===== src/rtl/sysarr_add_arbiter.sv =====
// sysarr_add_arbiter: round-robin sequencer sharing one pipelined FP16 adder
// among NUM_REQ accumulators. One operation in flight; operands and results
// pass through untouched.
// Optional watchdog: define SYSARR_ADD_ARB_TIMEOUT_EN to recover from a hung
// adder (result forced to FP16 qNaN, sticky timeout_err).
module sysarr_add_arbiter #(
  parameter int NUM_REQ        = 4,
  parameter int TIMEOUT_CYCLES = 15
) (
  input  logic                    clk,
  input  logic                    RST,
  input  logic [NUM_REQ-1:0]      req_valid,
  input  logic [16*NUM_REQ-1:0]   req_op1,
  input  logic [16*NUM_REQ-1:0]   req_op2,
  output logic [NUM_REQ-1:0]      req_ready,
  output logic [NUM_REQ-1:0]      rsp_valid,
  output logic [15:0]             rsp_data,
  input  logic [NUM_REQ-1:0]      rsp_ready,
  output logic                    add_start,
  output logic [15:0]             add_input1,
  output logic [15:0]             add_input2,
  input  logic                    add_value_ready,
  input  logic [15:0]             add_output,
  output logic                    busy,
  output logic                    timeout_err
);

  localparam int IW = $clog2(NUM_REQ);

  typedef enum logic [1:0] {IDLE, ISSUE, WAIT, RESP} state_t;

  state_t          state_q, state_d;
  logic [IW-1:0]   last_grant_q, owner_q, winner;
  logic            win_found, accept, wd_fire;
  logic [15:0]     op1_q, op2_q, result_q;
  logic [15:0]     op1_a [NUM_REQ];
  logic [15:0]     op2_a [NUM_REQ];

  // Split the flat operand buses into per-requester words
  for (genvar i = 0; i < NUM_REQ; i++) begin : g_unpack
    assign op1_a[i] = req_op1[16*i +: 16];
    assign op2_a[i] = req_op2[16*i +: 16];
  end

  // Round-robin search starting just above the last served requester
  always_comb begin
    winner    = '0;
    win_found = 1'b0;
    for (int k = 1; k <= NUM_REQ; k++) begin
      if (!win_found && req_valid[(int'(last_grant_q) + k) % NUM_REQ]) begin
        win_found = 1'b1;
        winner    = IW'((int'(last_grant_q) + k) % NUM_REQ);
      end
    end
  end

  assign accept = (state_q == IDLE) && win_found;

  // Accept strobe is combinational so the requester sees it in the grant cycle
  always_comb begin
    req_ready = '0;
    if (accept) req_ready[winner] = 1'b1;
  end

  // Result strobe decoded from the state register and the latched owner
  always_comb begin
    rsp_valid = '0;
    if (state_q == RESP) rsp_valid[owner_q] = 1'b1;
  end

  // Next-state logic; the adder handshake is only looked at while waiting
  always_comb begin
    state_d = state_q;
    case (state_q)
      IDLE:    if (win_found) state_d = ISSUE;
      ISSUE:   state_d = WAIT;
      WAIT:    if (add_value_ready || wd_fire) state_d = RESP;
      RESP:    if (rsp_ready[owner_q]) state_d = IDLE;
      default: state_d = IDLE;
    endcase
  end

  // State, operand/owner capture on accept, result capture, rotation pointer
  always_ff @(posedge clk) begin
    if (RST) begin
      state_q      <= IDLE;
      last_grant_q <= IW'(NUM_REQ - 1);
      owner_q      <= '0;
      op1_q        <= '0;
      op2_q        <= '0;
      result_q     <= '0;
    end else begin
      state_q <= state_d;
      if (accept) begin
        op1_q   <= op1_a[winner];
        op2_q   <= op2_a[winner];
        owner_q <= winner;
      end
      if (state_q == WAIT) begin
        if (add_value_ready) result_q <= add_output;
        else if (wd_fire)    result_q <= 16'h7E00;
      end
      if (state_q == RESP && rsp_ready[owner_q]) last_grant_q <= owner_q;
    end
  end

`ifdef SYSARR_ADD_ARB_TIMEOUT_EN
  localparam int CW = $clog2(TIMEOUT_CYCLES + 1);

  logic [CW-1:0] wait_cnt_q;
  logic          timeout_q;

  // Fires on the last allowed WAIT cycle so RESP follows TIMEOUT_CYCLES WAIT cycles
  assign wd_fire = (state_q == WAIT) && !add_value_ready &&
                   (wait_cnt_q == CW'(TIMEOUT_CYCLES - 1));

  // WAIT-cycle counter cleared on issue; sticky error flag until reset
  always_ff @(posedge clk) begin
    if (RST) begin
      wait_cnt_q <= '0;
      timeout_q  <= 1'b0;
    end else begin
      if (state_q == ISSUE)
        wait_cnt_q <= '0;
      else if (state_q == WAIT && !add_value_ready)
        wait_cnt_q <= wait_cnt_q + 1'b1;
      if (wd_fire) timeout_q <= 1'b1;
    end
  end

  assign timeout_err = timeout_q;
`else
  assign wd_fire     = 1'b0;
  assign timeout_err = 1'b0;
`endif

  assign add_start  = (state_q == ISSUE);
  assign add_input1 = op1_q;
  assign add_input2 = op2_q;
  assign rsp_data   = result_q;
  assign busy       = (state_q != IDLE);

endmodule

===== config.mk =====
export PLATFORM = sky130hd
export DESIGN_NAME = sysarr_add_arbiter
export DESIGN_NICKNAME = d
export VERILOG_FILES = /design/src/rtl/sysarr_add_arbiter.sv
export SDC_FILE = /design/constraint.sdc
export NUM_CORES = 1
export LEC_CHECK = 0
export CAP_MARGIN = 20
export CELL_PAD_IN_SITES_DETAIL_PLACEMENT = 0
export CELL_PAD_IN_SITES_GLOBAL_PLACEMENT = 1
export CORE_MARGIN = 4
export CORE_UTILIZATION = 26
export DETAILED_ROUTE_END_ITERATION = 16
export PLACE_DENSITY = 0.89
export SLEW_MARGIN = 20
export SYNTH_ARGS = -nofsm -noshare
export SYNTH_HDL_FRONTEND = slang
export SYNTH_SLANG_ARGS = --single-unit

===== constraint.sdc =====
create_clock -name clk -period 2 [get_ports clk]
set_input_delay 0.4 -clock clk [delete_from_list [all_inputs] [get_ports clk]]
set_output_delay 0.4 -clock clk [all_outputs]
set_load 0.1 [all_outputs]

==> summary.txt, run 1 <==
Floorplanning
  • Die height: about 120 microns
  • Row count: between 40 and 50
  • IO Pins: around 210
  • Core area: between 10,000 and 15,000 sq um
  • Initial core utilization: a little over a quarter
  • Die W: between 100 and 150 microns
  • Die area: roughly 15,000 sq um

Outcome
  • Outcome: finished with violations
  • Failing checks: negative setup slack

Finish
  • Final Cell Area: 6330 sq um
  • Ant diodes: 0
  • Fin nets: about 760
  • Area growth syn-to-layout: 88.0%
  • Final Util: about half
  • Commonest non-fill, non-tap cell in the layout: clkdlybuf4s50_1
  • Share of post-route cells with drive strength above 1: around a third
  • Most frequent cells in the layout: 149 x clkdlybuf4s50_1, 83 x buf_4, 51 x dfxtp_1, 37 x a211oi_1, 36 x nand2_1

Place
  • Post-DP Area: roughly 6000 sq um
  • Placer's final routability congestion estimate: between 0.8 and 0.9
  • Post-DP HPWL: 9.91 mm
  • PortBufs: ~210

Yosys
  • Post-synthesis sequential area ratio: about 32%
  • Post-synth top flop: dfxtp_1
  • Count of cell types in the netlist: 41
  • Synth warn: 0
  • Post-synthesis cell area: around 3400 sq um
  • Total nets after synthesis: approximately 530
  • Synth Register Bits: 54
  • Syn avg cell area: just over 9 sq um
  • EDFF count, synth: 0
  • FFs w/ async S/R, synth: 0%
  • Syn Inst Count: 366

Worst setup path
  • Slowest cell delay on critical path: between 300 and 400 ps
  • Critical path arrival: 1670 ps
  • Critical path's top delay family: flip-flops
  • Max FO, Critical Path: 6
  • Crit path buf inv count: 2
  • Critical path class: reg2out
  • Worst setup EP type: primary output
  • Slowest cell on crit path: dfxtp_4
  • CP cell instances: mux2i_1 -> o22ai_2 -> a21o_1 -> buf_12 -> nor2_4 -> buf_12
  • Worst endpoint required time: 1600 ps
  • Most common cell on crit path: buf_12
  • Crit path launch type: register

STA
  • Max Clk Rate: 482 MHz
  • Minimum clock period: between 2000 and 2500 ps
  • Worst Slack Setup Final: -74.3 ps
  • Fin. Hold Viols: 0
  • Final Cycle Share: 104%
  • Final Max Slew Viols: 0
  • Tightest Pin Transition: roughly 540 ps
  • Skew final: between 3 and 4 ps
  • Slew margin rel.: roughly 64%
  • RSZ-0062 raised after global routing: yes
  • Final setup violation count: 5

Clock tree
  • CTS buffer count: 5
  • CTS tree: done
  • CTS max path bufs: 2
  • Worst-Skew Late Latency: roughly 300 ps
  • Root buffer cell: clkbuf_16
  • Clk sink count: 54
  • # H-tree levels: 2
  • Register clock-pin slew on the reported worst setup and hold paths: roughly 80 ps

Detailed routing
  • Routed via count: around 3,800
  • Total routed wirelength: 12.6 mm
  • # DRC: 0
  • Vias/cell: 4.84
  • 1st-iter DRT viols: 205
  • Antenna Nets Post-Route: 0
  • Routed len/inst: roughly 16 microns
  • Drt first pass iters: 4

Run
  • Maxcap violations: 0

Power and ir drop
  • Peak VDD IR: around 880 uV
  • Total power: about 8.4 mW
  • Cell Pwr Density: about 1300 nW/um^2
  • Pleak: between 2 and 3 nW

Global routing
  • Grt total ovfl: 0
  • Gr usage total: 16.1%
  • Global-route wire length before repair: 19.3 mm
  • Vias in the first global route: a little under 4,000
  • Largest net degree at the start of global routing: 44
  • Initial antenna violation count: 0

Worst hold path
  • Hold WC Path Type: reg2reg
[timing repair]
| action | in CTS | in global routing |
|---|---|---|
| pin swaps | 10 | 14 |
| resized for setup | 18 | 9 |
| cloned | 0 | 1 |
| hold buffers | 0 | 0 |
| setup buffers | 11 | 3 |
| setup endpoints to repair | 36 | 20 |
[logic make-up (layout without fill, tap and decap cells)]
logic type               after synthesis  in the layout  synth area share [%]
AO/OA/AOI/OAI                        107            107                  28.5
adder cells (fa/ha/maj)                4              4                  1.49
buffers and inverters                 59            298                  8.58
flip-flops                            54             54                  32.1
multiplexers                          44             44                  15.1
other                                  1              1                 0.111
AND/OR/NAND/NOR                       97             97                  14.1
[layer usage]
| layer | GRT usage, % | up-vias | wire length (microns) |
|---|---|---|---|
| met3 | 4.13 | 16 | 985 |
| met4 | 4.48 | 0 | 233 |
| li1 | - | 1824 | - |
| met1 | 18.1 | 1774 | 4840 |
| met2 | 30.0 | 150 | 6560 |
| met5 | 0 | - | 0 |
[worst register-to-register path, stage by stage (launching register included)]
cell and delay (ps):
dfxtp_4 370, and2_4 150, o32ai_4 250, buf_6 150, nor2_4 40, buf_4 160, clkbuf_16 170, mux2_4 300
a221o_1 310
[power breakdown]
group / leakage (nW) / internal [mW] / switching (mW)
registers: 0.445 / 1.43 / 0.218
clock network: 0.0763 / 0.481 / 0.445
logic: 2.08 / 1.79 / 4.01
[registers in the layout, summed over array words and instances, names as in the netlist]
| register | count |
|---|---|
| last_grant_q | 2 |
| owner_q | 2 |
| rsp_data | 16 |
| state_q | 2 |
| add_input2 | 16 |
| add_input1 | 16 |
[per-stage QoR]
step | setup WS, ps | hold WS [ps] | cells | setup TNS [ps]
global route | -144 | 484 | 777 | -866
floorplan | -505 | 495 | 366 | -4060
global placement | -441 | 444 | 755 | -14640
finish | -74.3 | 458 | 777 | -183
detailed placement | -605 | 450 | 755 | -17210
CTS | -90.1 | 461 | 773 | -319
[cell type report]
type                            instances  area (sq um)
Inverter                               29           113
Multi-Input combinational cell        253          2170
Tap cell                              172           215
Fill cell                            1209          6340
Clock buffer                            5           125
Timing Repair Buffer                  261          2590
Sequential cell                        54          1090
Clock inverter                          3          28.8
[path summary, 6_finish.rpt]
check | start | endpoint | slack, ps | cells after the start
worst min-delay path | rsp_data[14] | rsp_data[14] | 460 | 2
worst min register to register | rsp_data[14] | rsp_data[14] | 460 | 2
worst max register to register | last_grant_q[1] | add_input1[10] | 0 | 8
worst max-delay path | last_grant_q[1] | req_ready[2] | -70 | 6
[cell usage after synthesis (all sizes together), types with 4 or more instances]
master | n | area, sq um
dfxtp | 54 | 1080
a211oi | 47 | 353
nand2 | 37 | 139
nor2 | 34 | 135
inv | 29 | 109
mux2i | 25 | 250
a2111oi | 23 | 314
a21oi | 18 | 93.8
mux2 | 18 | 236
buf | 16 | 128
clkbuf | 14 | 52.6
nor3b | 10 | 75.1
a221o | 9 | 90.1
nor3 | 5 | 46.3
ha | 4 | 50.1
No activity file was read; power rests on OpenSTA's default activity.
==> run 2, diff against run 1 <==
Settings changed: GPL_TIMING_DRIVEN from default to 0.
==> summary.txt, run 2 (synthesis gave the netlist of run 1 again) <==
Finish
  • Share of post-route cells with drive strength above 1: approximately 25%
  • Ant diodes: 0
  • Non-filler cells, final: about 770
  • Most frequent cells in the layout: 149 x clkdlybuf4s50_1, 51 x dfxtp_1, 49 x dlygate4sd2_1, 36 x nand2_1, 27 x nor2_1
  • Fin nets: 759
  • Commonest non-fill, non-tap cell in the layout: clkdlybuf4s50_1
  • Area growth syn-to-layout: 88.1%

Worst setup path
  • Slowest cell delay on critical path: ~400 ps
  • Most common cell on crit path: buf_12
  • Worst setup EP type: primary output
  • Worst endpoint required time: about 1600 ps
  • Critical path class: reg2out
  • Critical path depth: 6
  • R2r endpoint: add_input2[11]
  • Critical path's top delay family: flip-flops
  • Max FO, Critical Path: 5
  • Crit path buf inv count: 2
  • Critical path arrival: between 1500 and 2000 ps
  • FF-to-FF path depth: 7
  • Worst r2r src: last_grant_q[1]
  • CP cell instances: mux2i_4 -> o22ai_4 -> a21o_4 -> buf_12 -> nor2_4 -> buf_12
  • Slowest cell on crit path: dfxtp_4
  • Crit path launch type: register
  • R2r setup slk: approximately 30 ps

Worst hold path
  • Cell depth of the worst min-delay path: 2
  • Hold Path Origin: rsp_data[8]
  • Min-Delay Endpoint: rsp_data[8]
  • Hold WC Path Type: reg2reg

Global routing
  • Initial antenna violation count: 0
  • Grt total ovfl: 0
  • Gr usage total: between 15 and 20%
  • Largest net degree at the start of global routing: 20
  • Global-route wire length before repair: roughly 20 mm
  • Vias in the first global route: ~3,800

STA
  • Final Cycle Share: 107%
  • Final setup violation count: 4
  • Slew margin rel.: approximately a third
  • Minimum clock period: between 2000 and 2500 ps
  • RSZ-0062 raised after global routing: yes
  • Fin. Hold Viols: 0
  • Max Clk Rate: between 400 and 500 MHz
  • Final setup TNS: -497 ps
  • Tightest Pin Transition: roughly 1000 ps
  • Worst Slack Setup Final: -140 ps
  • Skew final: ~5.0 ps
  • Final Max Slew Viols: 0

Clock tree
  • CTS tree: done
  • CTS hold repair buffers: 0
  • Worst-Skew Late Latency: approximately 300 ps
  • # H-tree levels: 2
  • Register clock-pin slew on the reported worst setup and hold paths: 80 ps
  • CTS max path bufs: 2
  • Root buffer cell: clkbuf_16
  • CTS buffer count: 5
  • Clk sink count: 54

Floorplanning
  • Die height: 122 microns
  • IO Pins: about 210
  • Core area: approximately 13,000 sq um
  • Row count: between 40 and 50
  • Die W: approximately 120 microns
  • Initial core utilization: between 20% and 30%
  • Die area: ~15,000 sq um

Power and ir drop
  • Cell Pwr Density: 1300 nW/um^2
  • Pleak: about 2.6 nW
  • Peak VDD IR: ~520 uV

Outcome
  • Outcome: finished with violations
  • Failing checks: negative setup slack

Detailed routing
  • Antenna Nets Post-Route: 0
  • Total routed wirelength: approximately 13 mm
  • Vias/cell: 4.75
  • Routed via count: about 3,700
  • 1st-iter DRT viols: between 100 and 150
  • # DRC: 0
  • Routed len/inst: approximately 17 microns
  • Drt first pass iters: 4

Place
  • Placer's final routability congestion estimate: roughly 0.80
  • Placed cell count: about 750
  • Post-DP HPWL: 9.95 mm
  • PortBufs: ~210

Run
  • Maxcap violations: 0
[run 2: cell count changes in the layout (fill, tap and decap cells not counted), sizes merged]
cell	change
clkbuf	+13
buf	-67
inv	+1
clkdlybuf4s15	+2
dlygate4sd2	+48
clkinv	-1
[run 2: layer usage]
metal	routed length [microns]	up-vias	track usage (%)
met4	150	0	3.85
met3	1040	10	5.01
met1	5290	1723	19.3
met2	6460	132	29.7
met5	0	-	0
li1	-	1810	-
[run 2: how the worst max path moves through the flow]
stage,start,endpoint,slack (ps)
floorplan,state_q[1],req_ready[0],-510
global placement,req_valid[3],req_ready[2],-1690
detailed placement,req_valid[3],req_ready[2],-1720
CTS,last_grant_q[1],req_ready[2],-190
global route,last_grant_q[1],req_ready[2],-190
finish,last_grant_q[1],req_ready[2],-140
[run 2: timing repair]
action / in CTS / in global routing
gates cloned: 0 / 1
endpoints found under the setup margin: 91 / 40
pin swaps: 9 / 7
setup buffers: 13 / 4
gates resized for setup: 153 / 45
[run 2: layout make-up]
cell class	count	area [sq um]
multi-input cells	253	2280
plain buffers	28	221
clock buffers	5	125
fillers	1249	6340
flip-flops and latches	54	1090
well taps	172	215
repair buffers	229	2260
clock inverters	3	26.3
inverters	29	113
[run 2: through the flow]
| step | total power, mW | instance area [sq um] | util (%) | setup slack, ps | hold slack [ps] |
|---|---|---|---|---|---|
| floorplan | 5.80 | 3500 | - | -505 | 495 |
| global placement | 7.17 | 5830 | 46.0 | -1690 | 443 |
| detailed placement | 7.24 | 5830 | 46.0 | -1720 | 448 |
| CTS | 8.19 | 6160 | 48.7 | -194 | 456 |
| global route | 8.62 | 6330 | 50.0 | -192 | 483 |
| finish | 8.24 | 6330 | 50.0 | -140 | 455 |
[run 2: worst register-to-register path: cells and delay by family, from the launching register on]
| family | cells | cell delay, ps |
|---|---|---|
| AND/OR/NAND/NOR | 2 | 250 |
| buffers and inverters | 2 | 290 |
| flip-flops | 1 | 380 |
| multiplexers | 1 | 290 |
| AO/OA/AOI/OAI | 2 | 660 |
[run 2: report_power, final]
| group | leakage [nW] | internal, mW | switching [mW] | total (mW) |
|---|---|---|---|---|
| sequential | 0.445 | 1.43 | 0.210 | 1.64 |
| combinational | 2.10 | 1.63 | 4.04 | 5.67 |
| clock | 0.0752 | 0.479 | 0.443 | 0.923 |
| total | 2.62 | 3.54 | 4.69 | 8.24 |
